===== src/rtl/npc_redirect_unit_if.sv =====
`default_nettype none
// ============================================================================
//  Module      : npc_redirect_unit_if
//  Description : Execute-resolution inputs, fetch request handshake and
//                flush/exception outputs of the next-PC redirect unit.
//  Revision    : 1.0 - initial release
// ============================================================================
interface npc_redirect_unit_if;
  // Execute-stage control-transfer resolution
  logic        exValid;
  logic        exTaken;
  logic [31:0] exTarget;
  logic [31:0] exPc;
  // Fetch request channel
  logic        fetchReady;
  logic        fetchValid;
  logic [31:0] fetchPc;
  logic        fetchKill;
  // Pipeline control and exception report
  logic        flush;
  logic        excValid;
  logic [31:0] excPc;
  logic [31:0] excTarget;

  // The redirect unit issues fetch requests
  modport master (
    input  exValid, exTaken, exTarget, exPc, fetchReady,
    output fetchValid, fetchPc, fetchKill, flush, excValid, excPc, excTarget
  );

  // Execute stage and fetch memory side
  modport slave (
    output exValid, exTaken, exTarget, exPc, fetchReady,
    input  fetchValid, fetchPc, fetchKill, flush, excValid, excPc, excTarget
  );
endinterface
`default_nettype wire


===== src/rtl/npc_redirect_unit.sv =====
`default_nettype none
// ============================================================================
//  Module      : npc_redirect_unit
//  Description : Holds the fetch PC, steps it on each accepted request and
//                redirects it on taken branches/jumps resolved in execute.
//                A redirect arriving while the current request is still
//                stalled is parked until that request completes.
//  Revision    : 1.0 - initial release
// ============================================================================
module npc_redirect_unit #(
  parameter logic [31:0] RESET_VECTOR = 32'h0000_0000,
  parameter logic [31:0] TRAP_VECTOR  = 32'h0000_0100
) (
  input  wire logic             clk,
  input  wire logic             rstN,
  npc_redirect_unit_if.master   bus
);

  typedef enum logic [0:0] {
    RUN  = 1'b0,
    PEND = 1'b1
  } state_e;

  state_e      state_q, state_d;
  logic [31:0] pc_q, pc_d;
  logic [31:0] pend_target_q, pend_target_d;
  logic        fetch_valid_q;
  logic        flush_q, flush_d;
  logic        exc_valid_q, exc_valid_d;
  logic [31:0] exc_pc_q, exc_pc_d;
  logic [31:0] exc_target_q, exc_target_d;

  logic        w_redirect;
  logic        w_misaligned;
  logic [31:0] w_redirect_addr;
  logic        w_handshake;

  // Redirect decode: misaligned targets are steered to the trap vector
  always_comb begin
    w_redirect      = bus.exValid & bus.exTaken;
    w_misaligned    = (bus.exTarget[1:0] != 2'b00);
    w_redirect_addr = w_misaligned ? TRAP_VECTOR : bus.exTarget;
    w_handshake     = fetch_valid_q & bus.fetchReady;
  end

  // Next-state logic for the PC, the parked redirect target and the reports
  always_comb begin
    state_d       = state_q;
    pc_d          = pc_q;
    pend_target_d = pend_target_q;
    flush_d       = w_redirect;
    exc_valid_d   = w_redirect & w_misaligned;
    exc_pc_d      = exc_pc_q;
    exc_target_d  = exc_target_q;

    if (w_redirect && w_misaligned) begin
      exc_pc_d     = bus.exPc;
      exc_target_d = bus.exTarget;
    end

    case (state_q)
      RUN: begin
        if (w_redirect) begin
          if (w_handshake) begin
            pc_d = w_redirect_addr;
          end else begin
            // Current request must stay stable; park the target
            pend_target_d = w_redirect_addr;
            state_d       = PEND;
          end
        end else if (w_handshake) begin
          pc_d = pc_q + 32'd4;
        end
      end
      PEND: begin
        if (w_handshake) begin
          // A redirect in the completing cycle supersedes the parked one
          pc_d    = w_redirect ? w_redirect_addr : pend_target_q;
          state_d = RUN;
        end else if (w_redirect) begin
          pend_target_d = w_redirect_addr;
        end
      end
      default: state_d = RUN;
    endcase
  end

  // State registers; reset is asynchronous so a pending redirect is dropped at once
  always_ff @(posedge clk or negedge rstN) begin
    if (!rstN) begin
      state_q       <= RUN;
      pc_q          <= RESET_VECTOR;
      pend_target_q <= 32'h0;
      fetch_valid_q <= 1'b0;
      flush_q       <= 1'b0;
      exc_valid_q   <= 1'b0;
      exc_pc_q      <= 32'h0;
      exc_target_q  <= 32'h0;
    end else begin
      state_q       <= state_d;
      pc_q          <= pc_d;
      pend_target_q <= pend_target_d;
      fetch_valid_q <= 1'b1;
      flush_q       <= flush_d;
      exc_valid_q   <= exc_valid_d;
      exc_pc_q      <= exc_pc_d;
      exc_target_q  <= exc_target_d;
    end
  end

  // Output mapping; the request in flight while PEND is wrong-path
  always_comb begin
    bus.fetchValid = fetch_valid_q;
    bus.fetchPc    = pc_q;
    bus.fetchKill  = (state_q == PEND);
    bus.flush      = flush_q;
    bus.excValid   = exc_valid_q;
    bus.excPc      = exc_pc_q;
    bus.excTarget  = exc_target_q;
  end

endmodule
`default_nettype wire


===== src/flat_wrapper.sv =====
// flat-port wrapper written by rule: the top's interface ports become plain ports
module npc_redirect_unit_flat 
#(
  parameter logic [31:0] RESET_VECTOR = 32'h0000_0000,
  parameter logic [31:0] TRAP_VECTOR  = 32'h0000_0100
)
  (clk, rstN, bus_exValid, bus_exTaken, bus_exTarget, bus_exPc, bus_fetchReady, bus_fetchValid, bus_fetchPc, bus_fetchKill, bus_flush, bus_excValid, bus_excPc, bus_excTarget);
  npc_redirect_unit_if bus_i ();
  input  wire logic clk;
  input  wire logic rstN;
  input wire logic [$bits(bus_i.exValid)-1:0] bus_exValid;
  input wire logic [$bits(bus_i.exTaken)-1:0] bus_exTaken;
  input wire logic [$bits(bus_i.exTarget)-1:0] bus_exTarget;
  input wire logic [$bits(bus_i.exPc)-1:0] bus_exPc;
  input wire logic [$bits(bus_i.fetchReady)-1:0] bus_fetchReady;
  output wire logic [$bits(bus_i.fetchValid)-1:0] bus_fetchValid;
  output wire logic [$bits(bus_i.fetchPc)-1:0] bus_fetchPc;
  output wire logic [$bits(bus_i.fetchKill)-1:0] bus_fetchKill;
  output wire logic [$bits(bus_i.flush)-1:0] bus_flush;
  output wire logic [$bits(bus_i.excValid)-1:0] bus_excValid;
  output wire logic [$bits(bus_i.excPc)-1:0] bus_excPc;
  output wire logic [$bits(bus_i.excTarget)-1:0] bus_excTarget;
  assign bus_i.exValid = bus_exValid;
  assign bus_i.exTaken = bus_exTaken;
  assign bus_i.exTarget = bus_exTarget;
  assign bus_i.exPc = bus_exPc;
  assign bus_i.fetchReady = bus_fetchReady;
  assign bus_fetchValid = bus_i.fetchValid;
  assign bus_fetchPc = bus_i.fetchPc;
  assign bus_fetchKill = bus_i.fetchKill;
  assign bus_flush = bus_i.flush;
  assign bus_excValid = bus_i.excValid;
  assign bus_excPc = bus_i.excPc;
  assign bus_excTarget = bus_i.excTarget;
  npc_redirect_unit #(.RESET_VECTOR(RESET_VECTOR), .TRAP_VECTOR(TRAP_VECTOR)) u_core (.clk(clk), .rstN(rstN), .bus(bus_i));
endmodule

===== config.mk =====
export PLATFORM = sky130hd
export DESIGN_NAME = npc_redirect_unit_flat
export DESIGN_NICKNAME = d
export VERILOG_FILES = /design/src/rtl/npc_redirect_unit_if.sv /design/src/rtl/npc_redirect_unit.sv /design/src/flat_wrapper.sv
export SDC_FILE = /design/constraint.sdc
export NUM_CORES = 1
export LEC_CHECK = 0
export CORE_MARGIN = 5
export CORE_UTILIZATION = 48
export CTS_CLUSTER_SIZE = 30
export DETAILED_ROUTE_END_ITERATION = 8
export PLACE_DENSITY = 0.8
export SLEW_MARGIN = 20
export SYNTH_ARGS = -nofsm -noshare
export SYNTH_HDL_FRONTEND = slang
export SYNTH_SLANG_ARGS = --single-unit

===== constraint.sdc =====
create_clock -name clk -period 2.1 [get_ports clk]
set_input_delay 0.63 -clock clk [delete_from_list [all_inputs] [get_ports clk]]
set_output_delay 0.63 -clock clk [all_outputs]
set_load 0.005 [all_outputs]

==> results of run 1 <==
-- power by group through the flow --
stage | Sequential [mW] | Combinational, mW | Clock, mW
2_1_floorplan | 3.21 | 0.545 | 0
3_5_place_dp | 3.21 | 1.76 | 0
3_3_place_gp | 3.19 | 1.72 | 0
6_report | 3.18 | 1.79 | 3.05
5_1_grt | 3.22 | 1.95 | 3.19
4_1_cts | 3.17 | 1.79 | 3.07
-- worst register-to-register path, delay by kind of cell, from the launching register on --
family,cells,cell delay (ns)
AOI/OAI and AO/OA,2,0.58
adders and majority gates,1,0.18
DFF,1,0.35
and+or+nand+nor,3,0.84
-- stage by stage --
step	hold WS, ns	utilization (%)	instance area, sq um	setup TNS, ns
floorplan	0.3344	-	5968	0
detailed placement	0.4639	68.67	8317	-19.95
CTS	0.1456	73.91	8951	0
finish	0.1309	74.07	8971	0
global route	0.1596	74.07	8971	-0.08049
global placement	0.4582	68.67	8317	-14.01
-- sequential cells by signal, indices dropped and copies added (netlist names) --
register               cells
u_core.bus.fetchKill       1
u_core.bus.excValid        1
u_core.bus.excTarget      32
u_core.bus.fetchPc        32
u_core.bus.flush           1
u_core.bus.excPc          32
u_core.bus.fetchValid      1
u_core.pend_target_q      32
-- cells in the final DEF (no fill, tap or decap), drive strengths merged, types with 5 or more instances in the layout --
| cell | instances |
|---|---|
| o21ai | 58 |
| or3 | 5 |
| inv | 9 |
| nand4 | 6 |
| clkdlybuf4s50 | 165 |
| a221oi | 10 |
| a21oi | 17 |
| buf | 69 |
| clkbuf | 19 |
| nor3 | 13 |
| nand3 | 15 |
| mux2 | 6 |
| a311oi | 6 |
| clkinv | 7 |
| nor4 | 5 |
| a22oi | 7 |
| nor2 | 17 |
| dfrtp | 132 |
| nand2 | 263 |
| a221o | 6 |
-- repair_timing --
action                                  4_1_cts  5_1_grt
gates resized for setup                       3        4
endpoints found under the setup margin        3       16
setup buffers                                 2        1
-- worst paths after layout --
path / slack (ns) / depth (start not counted) / end
max: 0.03 / 7 / u_core.bus.fetchPc[7]
max in group asynchronous: 1.33 / 2 / u_core.bus.excPc[30]
min reg2reg: 0.47 / 2 / u_core.bus.excPc[11]
min: 0.13 / 1 / u_core.bus.excPc[9]
min in group clk: 0.47 / 2 / u_core.bus.excPc[11]
max reg2reg: 0.05 / 6 / u_core.bus.fetchPc[26]
-- metal layers --
layer	vias up	global-route usage, %	wire (um)
met2	285	40.62	8958
met5	-	0	0
met1	2853	36.17	8057
met4	0	8.613	345
li1	2755	-	-
met3	30	10.54	2113
-- logic make-up after synthesis --
| family | count (synthesis) | synth area share, % |
|---|---|---|
| AND/OR/NAND/NOR | 337 | 23.38 |
| AO/OA/AOI/OAI | 144 | 16.16 |
| flip-flops | 132 | 55.35 |
| buffers and inverters | 53 | 3.396 |
| multiplexers | 7 | 1.300 |
| adder cells (fa/ha/maj) | 1 | 0.2096 |
| other | 1 | 0.06283 |
| XOR/XNOR | 1 | 0.1468 |
-- final cells by class --
| cell class | instances | area share (%) |
|---|---|---|
| sequential | 132 | 36.83 |
| multi-input combinational | 491 | 27.98 |
| timing repair buffer | 236 | 25.62 |
| clock buffer | 19 | 5.049 |
| tap | 168 | 2.343 |
| clock inverter | 13 | 1.757 |
| inverter | 10 | 0.4184 |
==> metrics list, run 1 <==
* Run status: finished clean
- Pins Over Slew Limit: 0
- Beginning of the worst register-to-register path: u_core.bus.fetchPc[2]
- Most numerous cell types in the synthesized netlist: sky130_fd_sc_hd__nand2_1 (263), sky130_fd_sc_hd__dfrtp_1 (132), sky130_fd_sc_hd__o21ai_0 (57)
- Clock latency at the later pin of the worst-skew pair: approximately 0.42 ns
* Final Cycle Share: 98.40%
- Cell class contributing the biggest share of worst-path delay: compound AO/OA/AOI/OAI gates
- Area of the multi-input gates: 2510 sq um
- In this run the clock root is driven by a sky130_fd_sc_hd__clkbuf_16.
* Cell repeated most along the worst path: sky130_fd_sc_hd__a21oi_1
- The die covers 14760 sq um.
- Hold Buf Count CTS: 0
* Starting Density: between 40% and 50%
- Tracing the worst setup path back leads to its startpoint at bus_exTaken.
* Setup violation total in the final timing report: 0
- Sequential cell area fraction in the yosys report: 55.35%
- Async set-reset flop share out of synthesis: 100.0%
- The number of different library cells used by synthesis comes to 57.
* Total chip power: 8.010 mW
- In this run, the clock network consumes 38.0% of the power.
- Unrepaired setup endpoints after global routing: yes
- For this design the top-level I/O count stands at 169.
- A synthesized cell averages about 8.8 sq um.
- 0 antenna diodes ended up in the layout.
- Dividing the detail-routed wire length by the instance count gives 18.22 um.
* Count of vias placed by the detailed router: 5923
- The number of nets in the synthesized netlist is 746.
- Via count of the first global-routing pass: 5878
- Number of design rule violations left after detail routing: 0
* Post-Synthesis Cells: slightly below 700
- CTS saw 132 sinks.
- Y dimension of the die: between 100 and 150 um
* Highest clock rate: 483.9 MHz
- The first global-routing pass estimated just over 30000 um of wire.
- Top-area cell type share of the netlist area: 55.35%
* Post-route minimum period: between 2 and 2.5 ns
- Sequential fraction of design power: about two fifths
- Power spread over the standard cell area amounts to 892.9 nW/um^2.
- Mapped Area: 5968 sq um
- In the routed layout, each cell is associated on average with a via count of 5.541.
- Final clock skew: 0.008380 ns
* Data required time of the worst path: 2.38 ns
- The H-tree generated during clock tree synthesis spans 4 levels.
* Nature of the critical path endpoint: register
- Data arrives at the worst endpoint at 2.34 ns.
* Critical path class: input port to register
- The core region is 12110 sq um.
- By instance count, the leading cell after synthesis is sky130_fd_sc_hd__nand2_1.
- Counting the fill cells in the layout gives 873.
- Maximum fanout along the worst path: 15
- TritonCTS clock tree: yes
* Clock input transition at the sequential cells of the worst setup and hold paths: ~0.06 ns
- From synthesis to final layout, the design area changed by 50.31%.
* Final wirelength: between 15000 and 20000 um
* Flip-flop and latch count after synthesis: 132
- Maximum vdd drop: approximately 0.63 mV
* Final cell count without fillers: 1069
* Max incr delay on CP: 0.60 ns
- During placement, the flow inserted port buffers numbering ~170.
* Fraction of power spent switching nets: a little over a quarter
- The final layout contains 958 nets.
* Initial antenna violation count: 0
* Int Pwr: 5.831 mW
- Headroom to the max-slew limit came out at 49.67%.
- Count of buffer and inverter cells on the critical path: 2
- Post-Place Setup Slack: -0.4372 ns
* HPWL Detailed: 14080 um
* Net switching power: 2.180 mW
- Entering global routing, the biggest net connects between 50 and 60 pins.
* Seq. cell area: 3304 sq um
- Global-route usage over all layers: 27.02%
- After global routing the overflow that remains totals 0.
- Cell types occupying the most area after synthesis: sky130_fd_sc_hd__dfrtp_1 (55%), sky130_fd_sc_hd__nand2_1 (17%), sky130_fd_sc_hd__o21ai_0 (4.8%)
- Antenna-violating nets left: 0
- Cell with the largest stage delay on the worst path: sky130_fd_sc_hd__clkdlybuf4s50_1
- Tightest Pin Transition: 0.7492 ns
- Number of synthesized flops with an enable pin: 0
- Counting tap cells, the placed design contains a total of 1034 instances.
- First-pass iteration count of the detailed router: 5
- The die is 121.5 um wide.
* Count of synthesis-stage warnings from yosys: 0
- P_leak: 4.049 nW
- Fraction of final layout cells with drive strength greater than 1: a little over an eighth
- Routability congestion estimate: approximately 0.94
- The most used flip-flop cell after synthesis is sky130_fd_sc_hd__dfrtp_1.
- Type of the most critical hold path: input port to async pin
* Setup WS post-layout: 0.03355 ns
- Kind of launch point of the worst setup path: input port
- Cell type with the highest aggregate area in the netlist: sky130_fd_sc_hd__dfrtp_1
- Across the run, the number of max-cap violations was 0.
* Crit path cell chain: clkdlybuf4s50_1 > a21boi_4 > buf_4 > a221oi_2 > nand2_1 > a21oi_1 > a21oi_1
- Counting the buffers created by CTS gives 17.
* Number of hold-slack violations in the final timing report: 0
- After the first detailed-routing iteration, the DRC count stood at 576.
- Maximum number of buffers from clock root to sink: 2
* Row Count: 40
* Logic gate share of total power: 22.3%
(Power assumes the default switching activity.)
==> run 2, diff against run 1 <==
- CORE_UTILIZATION: 48 -> 50
- CTS_BUF_LIST: unset -> sky130_fd_sc_hd__clkbuf_4 sky130_fd_sc_hd__clkbuf_8
- PLACE_DENSITY: 0.8 -> 0.83
==> metrics list, run 2 (synthesis results as in run 1) <==
- Count of vias placed by the detailed router: between 5000 and 6000
- Highest clock rate: about 480 MHz
* P_leak: 4.090 nW
* Max incr delay on CP: 0.55 ns
- The H-tree was split into 4 levels.
- Leaving out fill and tap cells, the most frequent cell in the layout is sky130_fd_sc_hd__nand2_1.
- Critical path class: register to primary output
- The repair_antennas step left the layout with diodes totalling 0.
* Global-route usage over all layers: 27.81%
- Crit path cell chain: clkdlybuf4s50_1
- Maximum vdd drop: 0.6232 mV
* Overflow left after global routing: 0
* Row Count: 40
- Dividing the detail-routed wire length by the instance count gives 18.40 um.
- Among cell families on the critical path, the largest total delay comes from buffers and inverters.
* First-pass GRT wire length: 31200 um
- Data arrival time of the worst path: 1.46 ns
- The initial utilization of the core area, before any placement, comes to 50.32%.
- Vias per cell: 5.602
- Y dimension of the die: around 120 um
- TritonCTS clock tree: yes
- First-pass iteration count of the detailed router: 5
- The worst path uses 99.63% of the clock period.
- Width of the die: between 100 and 150 um
- For this run, the share of the core covered by cells in the final layout is between 70% and 80%.
* Post-route minimum period: 2.092 ns
- Headroom to the max-slew limit came out at 55.14%.
- Dividing total power by cell area gives a power density of 805.8 nW/um^2.
- The floorplan step defined a die boundary enclosing 14220 sq um.
- Leaving out fill and tap cells, the most frequent cells in the layout are sky130_fd_sc_hd__nand2_1 (263), sky130_fd_sc_hd__clkdlybuf4s50_1 (157), sky130_fd_sc_hd__dfrtp_1 (123), sky130_fd_sc_hd__buf_4 (68), sky130_fd_sc_hd__o21ai_0 (57).
* Capture instance of the worst register-to-register path: u_core.bus.fetchPc[24]
* Type of the most critical hold path: input port to async pin
* Number of design rule violations left after detail routing: 0
- Entering global routing, the biggest net connects 63 pins.
- The final layout contains 970 nets.
- Nature of the critical path endpoint: primary output
- TritonCTS created 17 clock buffers.
- Final clock skew: 0.01202 ns
* Pins Over Slew Limit: 0
* Antenna-violating nets left: 0
* Count of pins on the block boundary: 169
- Setup violation total in the final timing report: 0
* Initial antenna violation count: 0
- Data required time of the worst path: around 1.5 ns
- CTS sink count: approximately 130
- Total chip power: between 7 and 8 mW
* HPWL Detailed: ~14000 um
- The clock passes through at most 2 buffers.
- Clock input transition at the sequential cells of the worst setup and hold paths: ~0.08 ns
- The number of cells on the worst reg-to-reg path is 6.
- Beginning of the worst register-to-register path: u_core.bus.fetchPc[2]
- Cells with a size suffix above 1 make up about 15% of the layout.
- The tool flagged a number of max-cap violations equal to 0.
- In this run the worst path has a maximum fanout of 4.
- Drt first-iter violations: between 500 and 600
- Routability congestion estimate: 0.9123
* Core outline area: 11860 sq um
- Cell with the largest stage delay on the worst path: sky130_fd_sc_hd__clkdlybuf4s50_1
- Kind of launch point of the worst setup path: register
- The routed design has between 15000 and 20000 um of wire.
- Number of cells after detailed placement: 1018
- The tree is rooted in a sky130_fd_sc_hd__clkbuf_8.
- The hold violation total from the final report came to 0.
* Via count of the first global-routing pass: 5967
- Count of buffer and inverter cells on the critical path: 1
- Final cell count without fillers: about 1100
- Input and output buffers added on the ports amount to 168.
- Run status: finished clean
- On the final layout, the worst hold slack is 0.04084 ns.
- At the pin with the least slew margin, the transition time is 0.6678 ns.
- The clock reaches the later pin of the worst-skew pair after 0.47 ns.
- Register-to-register setup slack: 0.14 ns
* Layout Area Growth over Synthesis: 48.68%
-- run 2: cell type report --
class,instances,area [sq um]
Inverter,10,37.54
Timing Repair Buffer,248,2422
Tap cell,147,183.9
Fill cell,818,2988
Clock buffer,22,290.3
Multi-Input combinational cell,491,2521
Clock inverter,9,103.9
Sequential cell,132,3314
-- run 2: worst max-delay path by stage --
stage / from / end / slack, ns / cells past startpoint
after detailed placement: bus_exTaken / u_core.bus.fetchPc[7] / -0.47 / 9
after global placement: bus_exTaken / u_core.bus.fetchPc[7] / -0.34 / 9
after global routing: u_core.bus.fetchPc[5] / bus_fetchPc[5] / -0.002 / 2
after CTS: u_core.bus.fetchPc[6] / bus_fetchPc[6] / 0.002 / 2
final: u_core.bus.fetchPc[17] / bus_fetchPc[17] / 0.008 / 1
after floorplan: bus_exValid / u_core.bus.excPc[0] / 0.12 / 7
-- run 2: metrics by stage --
step | instance area [sq um] | setup WS [ns] | TNS (ns)
finish | 8874 | 0.007727 | 0
global route | 8874 | -0.002323 | -0.002323
CTS | 8763 | 0.001517 | 0
detailed placement | 8324 | -0.4688 | -29.87
global placement | 8324 | -0.3440 | -26.44
floorplan | 5968 | 0.1216 | 0
-- run 2: what timing repair did --
item,CTS,global route
hold buffers,0,0
pin swaps,0,1
gates resized for setup,10,18
cloned,0,1
setup buffers,5,4
endpoints found under the setup margin,12,22
-- run 2: power by group --
group	internal (mW)	leakage [nW]	switching, mW
Clock	1.16	0.201	0.997
Sequential	2.90	1.66	0.281
Combinational	1.03	2.22	0.785
-- run 2: layer usage --
metal | track usage [%] | up-vias | part of all wire (%)
met5 | 0 | - | 0
met4 | 11.95 | 0 | 2.5
met3 | 10.21 | 40 | 10
met2 | 42.07 | 302 | 47
met1 | 35.94 | 2820 | 41
li1 | - | 2771 | -
